## config.mk

```make
export PLATFORM = sky130hd
export DESIGN_NAME = debug_frame_tx_flat
export DESIGN_NICKNAME = d
export VERILOG_FILES = /design/src/rtl/debug_frame_tx_if.sv /design/src/rtl/debug_frame_tx.sv /design/src/flat_wrapper.sv
export SDC_FILE = /design/constraint.sdc
export NUM_CORES = 1
export LEC_CHECK = 0
export BUFFER_PORTS_ARGS = -buffer_cell sky130_fd_sc_hd__buf_2
export CAP_MARGIN = 10
export CORE_UTILIZATION = 25
export DETAILED_ROUTE_END_ITERATION = 8
export GPL_ROUTABILITY_DRIVEN = 1
export GPL_TIMING_DRIVEN = 0
export PLACE_DENSITY = 0.45
export SETUP_SLACK_MARGIN = 0.3
export SKIP_LAST_GASP = 1
export SLEW_MARGIN = 20
export SYNTH_ARGS = -nofsm -noshare
export SYNTH_HDL_FRONTEND = slang
export SYNTH_SLANG_ARGS = --single-unit
```

## constraint.sdc

```tcl
create_clock -name clk -period 6.19 [get_ports clk]
set_input_delay 0.619 -clock clk [delete_from_list [all_inputs] [get_ports clk]]
set_output_delay 0.619 -clock clk [all_outputs]
set_load 0.05 [all_outputs]
```

## src/rtl/debug_frame_tx_if.sv

```systemverilog
// Byte-wide valid/ready stream carrying debug frames towards the MAC transmit path.
interface debug_frame_tx_if;
    logic [7:0] tx_data;
    logic       tx_valid;
    logic       tx_last;
    logic       tx_ready;

    modport master (output tx_data, output tx_valid, output tx_last, input tx_ready);
    modport slave  (input tx_data, input tx_valid, input tx_last, output tx_ready);
endinterface

```

## src/rtl/debug_frame_tx.sv

```systemverilog
// Wraps each debugger trigger/data event into a 60-byte raw Ethernet frame,
// with a one-entry pending slot and a saturating drop counter.
module debug_frame_tx #(
    parameter logic [47:0] DST_MAC   = 48'hFFFF_FFFF_FFFF,
    parameter logic [47:0] SRC_MAC   = 48'h02_00_00_00_00_01,
    parameter logic [15:0] ETHERTYPE = 16'h88B5
) (
    input  logic             clk,
    input  logic             reset,
    input  logic             trigger,
    input  logic [7:0]       data,
    debug_frame_tx_if.master tx,
    output logic             busy,
    output logic [7:0]       drop_count
);
    typedef enum logic {IDLE, SEND} state_t;

    localparam logic [5:0] LAST_IDX = 6'd59;

    state_t     state, state_nxt;
    logic [5:0] idx, idx_nxt;
    logic [7:0] seq, seq_nxt;
    logic [7:0] cur, cur_nxt;
    logic       pend_v, pend_v_nxt;
    logic [7:0] pend_d, pend_d_nxt;
    logic [7:0] drop_nxt;
    logic       xfer;

    function automatic logic [7:0] sat_inc(input logic [7:0] v);
        return (v == 8'hFF) ? v : v + 8'd1;
    endfunction

    function automatic logic [7:0] frame_byte(input logic [5:0] i, input logic [7:0] s,
                                              input logic [7:0] c);
        case (i)
            6'd0:    return DST_MAC[47:40];
            6'd1:    return DST_MAC[39:32];
            6'd2:    return DST_MAC[31:24];
            6'd3:    return DST_MAC[23:16];
            6'd4:    return DST_MAC[15:8];
            6'd5:    return DST_MAC[7:0];
            6'd6:    return SRC_MAC[47:40];
            6'd7:    return SRC_MAC[39:32];
            6'd8:    return SRC_MAC[31:24];
            6'd9:    return SRC_MAC[23:16];
            6'd10:   return SRC_MAC[15:8];
            6'd11:   return SRC_MAC[7:0];
            6'd12:   return ETHERTYPE[15:8];
            6'd13:   return ETHERTYPE[7:0];
            6'd14:   return s;
            6'd15:   return c;
            default: return 8'h00;
        endcase
    endfunction

    assign xfer = (state == SEND) && tx.tx_ready;

    always_comb begin
        state_nxt  = state;
        idx_nxt    = idx;
        seq_nxt    = seq;
        cur_nxt    = cur;
        pend_v_nxt = pend_v;
        pend_d_nxt = pend_d;
        drop_nxt   = drop_count;
        case (state)
            IDLE: begin
                if (trigger) begin
                    cur_nxt   = data;
                    idx_nxt   = 6'd0;
                    state_nxt = SEND;
                end
            end
            SEND: begin
                if (xfer && idx == LAST_IDX) begin
                    seq_nxt = seq + 8'd1;
                    idx_nxt = 6'd0;
                    // Pending sample wins over a same-cycle trigger; an empty slot lets
                    // the trigger start the next frame directly with no idle gap.
                    if (pend_v) begin
                        cur_nxt    = pend_d;
                        pend_v_nxt = 1'b0;
                        if (trigger) drop_nxt = sat_inc(drop_count);
                    end else if (trigger) begin
                        cur_nxt = data;
                    end else begin
                        state_nxt = IDLE;
                    end
                end else begin
                    if (xfer) idx_nxt = idx + 6'd1;
                    if (trigger) begin
                        if (!pend_v) begin
                            pend_d_nxt = data;
                            pend_v_nxt = 1'b1;
                        end else begin
                            drop_nxt = sat_inc(drop_count);
                        end
                    end
                end
            end
            default: state_nxt = IDLE;
        endcase
    end

    // Control state and registered stream outputs
    always_ff @(posedge clk) begin
        if (reset) begin
            state       <= IDLE;
            idx         <= 6'd0;
            seq         <= 8'd0;
            pend_v      <= 1'b0;
            drop_count  <= 8'd0;
            tx.tx_valid <= 1'b0;
            tx.tx_last  <= 1'b0;
            tx.tx_data  <= 8'h00;
            busy        <= 1'b0;
        end else begin
            state       <= state_nxt;
            idx         <= idx_nxt;
            seq         <= seq_nxt;
            pend_v      <= pend_v_nxt;
            drop_count  <= drop_nxt;
            tx.tx_valid <= (state_nxt == SEND);
            tx.tx_last  <= (state_nxt == SEND) && (idx_nxt == LAST_IDX);
            tx.tx_data  <= (state_nxt == SEND) ? frame_byte(idx_nxt, seq_nxt, cur_nxt) : 8'h00;
            busy        <= (state_nxt == SEND);
        end
    end

    // Sample holding registers carry no reset; they are only read once written.
    always_ff @(posedge clk) begin
        cur    <= cur_nxt;
        pend_d <= pend_d_nxt;
    end
endmodule

```

## src/flat_wrapper.sv

```systemverilog
// flat-port wrapper written by rule: the top's interface ports become plain ports
module debug_frame_tx_flat 
#(
    parameter logic [47:0] DST_MAC   = 48'hFFFF_FFFF_FFFF,
    parameter logic [47:0] SRC_MAC   = 48'h02_00_00_00_00_01,
    parameter logic [15:0] ETHERTYPE = 16'h88B5
)
  (clk, reset, trigger, data, busy, drop_count, tx_tx_data, tx_tx_valid, tx_tx_last, tx_tx_ready);
  debug_frame_tx_if tx_i ();
  input  logic clk;
  input  logic reset;
  input  logic trigger;
  input  logic [7:0] data;
  output logic busy;
  output logic [7:0] drop_count;
  output wire logic [$bits(tx_i.tx_data)-1:0] tx_tx_data;
  output wire logic [$bits(tx_i.tx_valid)-1:0] tx_tx_valid;
  output wire logic [$bits(tx_i.tx_last)-1:0] tx_tx_last;
  input wire logic [$bits(tx_i.tx_ready)-1:0] tx_tx_ready;
  assign tx_tx_data = tx_i.tx_data;
  assign tx_tx_valid = tx_i.tx_valid;
  assign tx_tx_last = tx_i.tx_last;
  assign tx_i.tx_ready = tx_tx_ready;
  debug_frame_tx #(.DST_MAC(DST_MAC), .SRC_MAC(SRC_MAC), .ETHERTYPE(ETHERTYPE)) u_core (.clk(clk), .reset(reset), .trigger(trigger), .data(data), .tx(tx_i), .busy(busy), .drop_count(drop_count));
endmodule
```

## Word level (Yosys, flattened, before mapping)

Cells that the tools add are included.

| word-level totals | value |
|---|---|
| word-level logic and storage cells | 63 |
| flip-flop bits (word level) | 49 |

| cells by class | value |
|---|---|
| muxes and demuxes | 23 |
| add/subtract/negate cells | 3 |
| bitwise gates (word level) | 4 |
| equality and inequality tests | 14 |
| reductions and logical operators | 10 |

Operator list:

| cell | count |
|---|---|
| 8-bit two-way mux | 11 |
| 8-bit one-hot mux with 7 select lines | 1 |
| 6-bit by 4-bit equality test with 1-bit output (second input constant) | 5 |
| 6-bit by 3-bit equality test with 1-bit output (second input constant) | 3 |
| 6-bit two-way mux | 3 |
| 8-bit by 1-bit adder with 8-bit output (second input constant) | 2 |
| 8-bit one-hot mux with 2 select lines | 1 |
| 6-bit by 2-bit equality test with 1-bit output (second input constant) | 2 |
| 6-bit equality test (second input constant) | 2 |
| 6-bit one-hot mux with 2 select lines | 1 |
| 8-bit equality test (second input constant) | 1 |
| 6-bit by 1-bit adder with 6-bit output (second input constant) | 1 |
| 6-bit by 1-bit equality test with 1-bit output (second input constant) | 1 |
| 6-bit logical NOT | 1 |
| 6-bit OR reduction | 1 |
| 1-bit two-way mux | 5 |
| 1-bit NOT | 4 |
| 4-bit AND reduction | 1 |
| 1-bit logical AND | 3 |
| 3-bit AND reduction | 1 |
| 1-bit one-hot mux with 2 select lines | 1 |
| 2-bit AND reduction | 1 |
| 2-bit nonzero test | 1 |
| 2-bit OR reduction | 1 |

## Longest topological paths before layout

Gate-level depths: netlist (run 1).

| depth | value |
|---|---|
| depth after elaboration | 7 |
| mapped depth | 8 |

## Worst setup path after synthesis (run 1)

No wires, ideal clock.

| timing path | value |
|---|---|
| path kind | register to register |
| start | register, netlist name u_core.tx.tx_valid |
| end | register u_core.pend_d[0], enable pin |
| data required time | 5807 ps |
| data arrival time | 1919 ps |
| cell stages (with the launch flop) | 6 |
| path slack | 3887 ps |
| period minus slack after synthesis | 2303 ps |
| cell sequence | dfxtp_1 buf_6 clkbuf_8 clkbuf_1 nand2_1 nor3_1 |

RTL lines:

| item | line | text |
|---|---|---|
| end signal, assigned | debug_frame_tx.sv:133 | `pend_d <= pend_d_nxt;` |
| end, declared | debug_frame_tx.sv:25 | `logic [7:0] pend_d, pend_d_nxt;` |

## Worst setup path after layout (run 1)

| timing path | value |
|---|---|
| start | register u_core.idx[0] |
| end | register u_core.tx.tx_data[4] |

| between the ends | value |
|---|---|
| longest elaborated chain between the ends | 7 |
| elaborated cells between the ends (all ways) | 29 |

Ends and longest elaborated chain:

| item | line | text |
|---|---|---|
| start, declared | debug_frame_tx.sv:21 | `logic [5:0] idx, idx_nxt;` |
| start signal, assigned | debug_frame_tx.sv:119 | `idx <= idx_nxt;` |
| 6-bit by 1-bit adder with 6-bit output or 6-bit equality test (tied branches) | debug_frame_tx.sv:90, debug_frame_tx.sv:75 |  |
| 6-bit two-way mux or 1-bit logical AND (tied branches) | debug_frame_tx.sv:90, debug_frame_tx.sv:75 |  |
| 6-bit two-way mux | debug_frame_tx.sv:75 | `if (xfer && idx == LAST_IDX) begin` |
| 6-bit one-hot mux with 2 select lines | debug_frame_tx.sv:66 | `case (state)` |
| 6-bit by 1-bit equality test with 1-bit output, or another cell as far along | debug_frame_tx.sv:35 | `case (i)` |
| 6-bit OR reduction (no line) | n/a |  |
| 8-bit one-hot mux with 7 select lines | debug_frame_tx.sv:35 |  |
| end signal, assigned | debug_frame_tx.sv:125 | `tx.tx_data <= (state_nxt == SEND) ? frame_byte(idx_nxt, seq_nxt, cur_nxt) : 8'h00;` |
| end, declared | debug_frame_tx_if.sv:8 | `modport master (output tx_data, output tx_valid, output tx_last, input tx_ready);` |

Parallel ways exist; a longest one is shown, timed or not.
A chain may end at the register's enable or synchronous reset.

==> flow_summary.toml, run 1 <==
[floorplanning]
rows = 36
start_util = 0.258
core_area_um2 = 9730
die_w_um = 102
die_h_um = 102
fp.dieArea_um2 = 10400
io_pins = 31

[sta]
fin_worst_skew_ns = 0.00743
setup_tns_ns = 0
hold_viol = 0
period_needed_ns = 2.40
finalSetupViolations = 0
maxSlewHeadroom = 0.532
fmax_mhz = 417
fin_crit_sh = 0.388
tightestPinTransition_ns = 0.699
slew_viol_final = 0
rsz0062_at_grt = "no"
worst_slack_ns = 3.79

[yosys]
synth-xor-area-share = 0.0454
synth_compound_area_frac = 0.163
synth_cell_type_count = 59
avgSynthCellArea_um2 = 9.11
synth_edf_count = 8
ys_seq_area_frac = 0.423
syn_area_um2 = 2510
synth_area_leaders = "dfxtp_1 33%, edfxtp_1 9.6%, nor2_1 5.4%, a21oi_1 3.6%, o21ai_0 3.2%"
synth_top_family_by_area = "simple AND/OR/NAND/NOR gates"
ys.flop_type = "dfxtp_1"
synth.largest_area_cell = "dfxtp_1"
ys_ff_latch = 49
synth-adder-area-share = 0.0150
yosys.area.top_type_share = 0.328
ys_top_cells_by_count = "41 x dfxtp_1, 36 x nor2_1, 20 x nand2_1"
yosysMostFrequentCell = "dfxtp_1"
syn_inst = 275
async_flop_share = 0
synthMuxAreaShare = 0.0519
syn_nets = 290
synth_simple_gate_area_share = 0.256
yosysWarnings = 0

[power_and_ir_drop]
netSwitchingFraction = 0.269
p_per_area_nw_per_um2 = 229
comb_power_share = 0.134
internal_power_uw = 490
leakagePower_nw = 1.10
peakVddDrop_uv = 80.9
power_frac_seq = 0.517
netSwitchingPower_uw = 181
p_clk_frac = 0.349

[layout]
num-nets-final = 325
final_layout_size_suffix_gt1_frac = 0.206
n_antenna_cell = 0
synthToLayoutAreaGrowth_pct = 16.7
fill_cells = 1064

[clocking]
clk_latency_ns = 0.31
cts-buffers-inserted = 5
postCtsSetupRepairBufs = 0
ctsResizeCount = 0
clk_path_buf_depth = 2
clk_pin_slew_worst_paths_ns = 0.10
cts_root_buf = "clkbuf_8"
clock_sinks = 49
cts_tree = "done"
hold_buffers = 0
cts_max_level = 2

[routing]
drc = 0
wl_per_cell_um = 14.7
first_pass_iters = 4
num_vias = 2144
drtIter0Drc = 139
vias_per_cell = 4.83
drt.antenna.violating_nets = 0
drt_wl_total_mm = 6.53

[setup_path]
start_kind = "flop"
cp_top_family = "simple AND/OR/NAND/NOR gates"
crit_buf_inv = 1
slowest_stage = "nor4_4"
worstPathMaxFanout = 10
path_class = "flop to flop"
worstPathRequired_ns = 6.43
max_stage_delay_ns = 0.51
cp_cell_sequence = "ha_1 -> and3_1 -> clkbuf_2 -> nand2_2 -> o21ai_2 -> nor4_4 -> o211ai_1 -> a21oi_1"
arrival_ns = 2.64
cp-end-kind = "flop"

[place]
port_buffers = 28
pre_cts_slack_ns = 3.65
gp_congestion = 0.787
dpl.hpwl_mm = 4.85

[worst_hold_path]
hold_class = "input pin to flop"

[grt]
grt_max_degree = 16
grt_pass1_wl_mm = 10.7
antenna_found_initial = 0
grt_usage = 0.135
grt_pass1_vias = 1995
grt_overflow = 0

[job]
maxCapViolations = 0

[status]
status = "finished, final reports clean"
cell usage in the layout, fill, tap and decap left out, types with 6 or more instances in the layout:
| cell | n |
|---|---|
| xnor2_1 | 6 |
| xor2_1 | 7 |
| nand3_1 | 10 |
| nor3_1 | 7 |
| o21ai_0 | 16 |
| buf_2 | 30 |
| nand2_1 | 20 |
| dfxtp_1 | 41 |
| edfxtp_1 | 8 |
| nand4_1 | 7 |
| a21oi_1 | 18 |
| mux2i_1 | 7 |
| nor2_1 | 36 |
| clkbuf_8 | 7 |
| nor2b_1 | 9 |
cell type report:
| class | instances | area (µm²) | area share |
|---|---|---|---|
| inverter | 2 | 7.51 | 0.00257 |
| timing repair buffer | 28 | 140 | 0.0479 |
| buffer | 15 | 106 | 0.0364 |
| tap | 133 | 166 | 0.0569 |
| multi-input combinational | 209 | 1340 | 0.457 |
| clock inverter | 2 | 35.0 | 0.0120 |
| clock buffer | 6 | 72.6 | 0.0248 |
| sequential | 49 | 1060 | 0.363 |
final timing paths:
kind	start	end	slack (ns)	depth (start not counted)
max	u_core.idx[0]	u_core.tx.tx_data[4]	3.79	8
min	data[3]	u_core.pend_d[3]	0.50	1
max reg2reg	u_core.idx[0]	u_core.tx.tx_data[4]	3.79	8
min reg2reg	u_core.drop_count[5]	u_core.drop_count[5]	0.51	2
power groups by stage:
stage | Clock, mW | Sequential [mW] | Combinational (mW)
2_1_floorplan | 0 | 0.368 | 0.0517
3_3_place_gp | 0 | 0.354 | 0.0894
3_5_place_dp | 0 | 0.354 | 0.0905
4_1_cts | 0.242 | 0.347 | 0.0907
5_1_grt | 0.254 | 0.348 | 0.100
6_report | 0.234 | 0.347 | 0.0901
stage by stage:
stage	hold slack, ns	cell area (µm²)	power, mW	util	std cells
global placement	0.494	2810	0.443	0.289	436
global route	0.488	2930	0.703	0.301	444
finish	0.502	2930	0.671	0.301	444
detailed placement	0.498	2820	0.445	0.290	436
floorplan	0.466	2510	0.419	-	275
CTS	0.496	2930	0.680	0.301	444
state kept, by name, summed over array words and instances (netlist names):
register            count
u_core.idx              6
u_core.tx.tx_last       1
u_core.pend_v           1
u_core.pend_d           8
u_core.cur              8
u_core.tx.tx_valid      1
u_core.seq              8
u_core.tx.tx_data       8
u_core.drop_count       8
routing by layer:
layer  routed length, µm  GRT usage  vias up  share of wire
met5                   0          0        -              0
met4                 112     0.0429        0          0.017
met3                 307     0.0315       11          0.047
met2                2850      0.203       55           0.44
met1                3250      0.191     1005           0.50
li1                    -          -     1073              -
cells by family after synthesis:
logic type                 after synthesis
muxes                                   12
adders and majority gates                3
buffers and inverters                   17
AOI/OAI and AO/OA                       64
xor gates and xnor gates                13
DFF                                     49
and+or+nand+nor                        117
(Power assumes the default switching activity.)
==> run 2, diff against run 1 <==
Settings changed: ABC_AREA set to 1.
Clock period 6.19 ns to 2.5 ns, I/O delays scaled along.
==> run 2 against run 1 <==
  * Area after synthesis down 0.35%
  * Clock skew up 0.0050 ns
  * Combinational power up 130%
  * Wire length down 3.7%
  * Synthesized cell count up 31%
  * Setup slack worse by 3.3 ns
  * Die area down 0.34%
  * Maximum frequency up 21%
  * Critical endpoint is now u_core.tx.tx_data[0]
==> flow_summary.toml, run 2 <==
[sta]
finalSetupViolations = 0
fin_worst_skew_ns = 0.0124
whs_ns = 0.134
slew_viol_final = 0
tightestPinTransition_ns = 0.538
setup_tns_ns = 0
period_needed_ns = 1.99
maxSlewHeadroom = 0.641
fin_crit_sh = 0.795
fmax_mhz = 503
hold_viol = 0
rsz0062_at_grt = "yes"

[routing]
drc = 0
drtIter0Drc = 107
wl_per_cell_um = 11.9
drt.antenna.violating_nets = 0
num_vias = 2335
first_pass_iters = 4
drt_wl_total_mm = 6.28
vias_per_cell = 4.41

[setup_path]
start_kind = "flop"
worstPathMaxFanout = 10
cp-end-kind = "flop"
slowest_stage = "dfxtp_2"
arrival_ns = 2.24
path_class = "flop to flop"
cp_common_cell = "nor2_1"
max_stage_delay_ns = 0.36
cp_cell_sequence = "ha_2 -> nand2_1 -> nor2_1 -> nand2_2 -> buf_4 -> clkinvlp_4 -> o2bb2ai_1 -> nor2_1 -> nand3_1 -> nand2_1 -> nor2_1 -> nor2_1"
worstPathRequired_ns = 2.75

[clocking]
clock_sinks = 49
cts_tree = "done"
cts_root_buf = "clkbuf_8"
clk_path_buf_depth = 2
clk_pin_slew_worst_paths_ns = 0.10
cts_max_level = 2
clk_latency_ns = 0.30
cts-buffers-inserted = 5

[layout]
num-nets-final = 411
multi_input_area_um2 = 1260
fill_cells = 1100
ff_latch_area_um2 = 1060
final_layout_size_suffix_gt1_frac = 0.154
n_antenna_cell = 0
synthToLayoutAreaGrowth_pct = 18.3
most-common-layout-cells = "98 x nand2_1, 47 x nor2_1, 40 x inv_1"
layout_commonest_cell = "nand2_1"

[yosys]
syn_nets = 374
yosysWarnings = 0
ys_top_cells_by_count = "99 x nand2_1, 48 x nor2_1, 41 x dfxtp_1"
ys_ff_latch = 49
synth.largest_area_cell = "dfxtp_1"
synth_edf_count = 8
avgSynthCellArea_um2 = 6.96
ys_seq_area_frac = 0.425
yosys.area.top_type_share = 0.329
syn_area_um2 = 2500
async_flop_share = 0
ys.flop_type = "dfxtp_1"
syn_inst = 359
synth_cell_type_count = 31
yosysMostFrequentCell = "nand2_1"
synth_area_leaders = "dfxtp_1 33%, nand2_1 15%, edfxtp_1 9.6%, nand3_1 7.6%, nor2_1 7.2%"

[place]
port_buffers = 29
gp_congestion = 0.815
dpl.hpwl_mm = 4.78

[floorplanning]
io_pins = 31
core_area_um2 = 9730
fp.dieArea_um2 = 10400
start_util = 0.257
die_w_um = 102
die_h_um = 102
rows = 36

[power_and_ir_drop]
p_clk_frac = 0.298
power_frac_seq = 0.566
comb_power_share = 0.136
p_per_area_nw_per_um2 = 516
leakagePower_nw = 1.32
internal_power_mw = 1.09
netSwitchingFraction = 0.285
peakVddDrop_uv = 187
netSwitchingPower_uw = 435

[grt]
grt_max_degree = 15
grt_usage = 0.128
antenna_found_initial = 0
grt_pass1_vias = 2165
grt_pass1_wl_mm = 10.3
grt_overflow = 0

[status]
status = "finished, final reports clean"

[worst_hold_path]
hold_class = "input pin to flop"

[job]
maxCapViolations = 0
## run 2: cell count changes in the layout (fill, tap and decap cells not counted), sizes merged, moves of 4 or more
cell | previous run | this run
nor2b | 9 | 0
inv | 2 | 41
a21oi | 18 | 11
clkbuf | 13 | 7
nand2 | 22 | 103
mux2 | 5 | 0
xor2 | 7 | 3
nor2 | 36 | 53
nand3 | 12 | 38
nand4 | 7 | 3
mux2i | 7 | 1
nor3 | 8 | 3
## run 2: area by class of cell
type	instances	area share
Multi-Input combinational cell	259	0.427
Sequential cell	49	0.360
Tap cell	133	0.0563
Timing Repair Buffer	30	0.0559
Inverter	42	0.0546
Clock buffer	5	0.0233
Buffer	9	0.0186
Clock inverter	3	0.00424
## run 2: cells by family (layout without fill, tap and decap cells)
kind of cell | Yosys count | in the layout | share of synthesized area
AND/OR/NAND/NOR | 210 | 210 | 0.363
buffers and inverters | 51 | 89 | 0.0837
flip-flops | 49 | 49 | 0.425
AO/OA/AOI/OAI | 37 | 37 | 0.0812
XOR/XNOR | 8 | 8 | 0.0281
adder cells (fa/ha/maj) | 3 | 3 | 0.0150
multiplexers | 1 | 1 | 0.00401
## run 2: power by group through the flow
stage                     registers (mW)  logic [mW]  clock network [mW]
final                              0.862       0.208               0.454
after global routing               0.867       0.233               0.510
after CTS                          0.861       0.209               0.478
after detailed placement           0.879       0.202                   0
after global placement             0.878       0.201                   0
after floorplan                    0.918       0.100                   0
## run 2: repair_timing
action / CTS / global route
setup buffers: 1 / 0
gates resized for setup: 1 / 11
endpoints found under the setup margin: 8 / 16
pin swaps: 1 / 0
hold buffers: 0 / 0
## run 2: worst max-delay path, delay by kind of cell (launching register included)
kind / cells / cell delay, ns
compound gates: 1 / 0.18
simple gates: 8 / 0.71
fa+ha+maj: 1 / 0.19
flops: 1 / 0.36
buf+inv: 2 / 0.48
## run 2: final timing paths
kind                                            from                   end  slack, ns  cells after the start
worst max-delay path                   u_core.idx[1]  u_core.tx.tx_data[0]       0.51                     12
worst min-delay path                         data[3]      u_core.pend_d[3]       0.13                      1
worst max register to register         u_core.idx[1]  u_core.tx.tx_data[0]       0.51                     12
worst min register to register  u_core.drop_count[3]  u_core.drop_count[3]       0.49                      2
## run 2: per-stage QoR
step / total power [mW] / util / setup slack (ns) / cells / cell area, µm²
6_report: 1.52 / 0.304 / 0.514 / 530 / 2950
5_1_grt: 1.61 / 0.304 / 0.274 / 530 / 2950
4_1_cts: 1.55 / 0.300 / 0.331 / 530 / 2920
3_3_place_gp: 1.08 / 0.289 / 0.215 / 521 / 2810
2_1_floorplan: 1.02 / - / 0.469 / 359 / 2500
3_5_place_dp: 1.08 / 0.289 / 0.154 / 521 / 2810
## run 2: routing by layer
layer | GRT usage | share of wire | vias up
met5 | 0 | 0 | -
met4 | 0.0363 | 0.014 | 0
met3 | 0.0239 | 0.043 | 9
met2 | 0.211 | 0.45 | 37
met1 | 0.171 | 0.49 | 1072
li1 | - | - | 1217
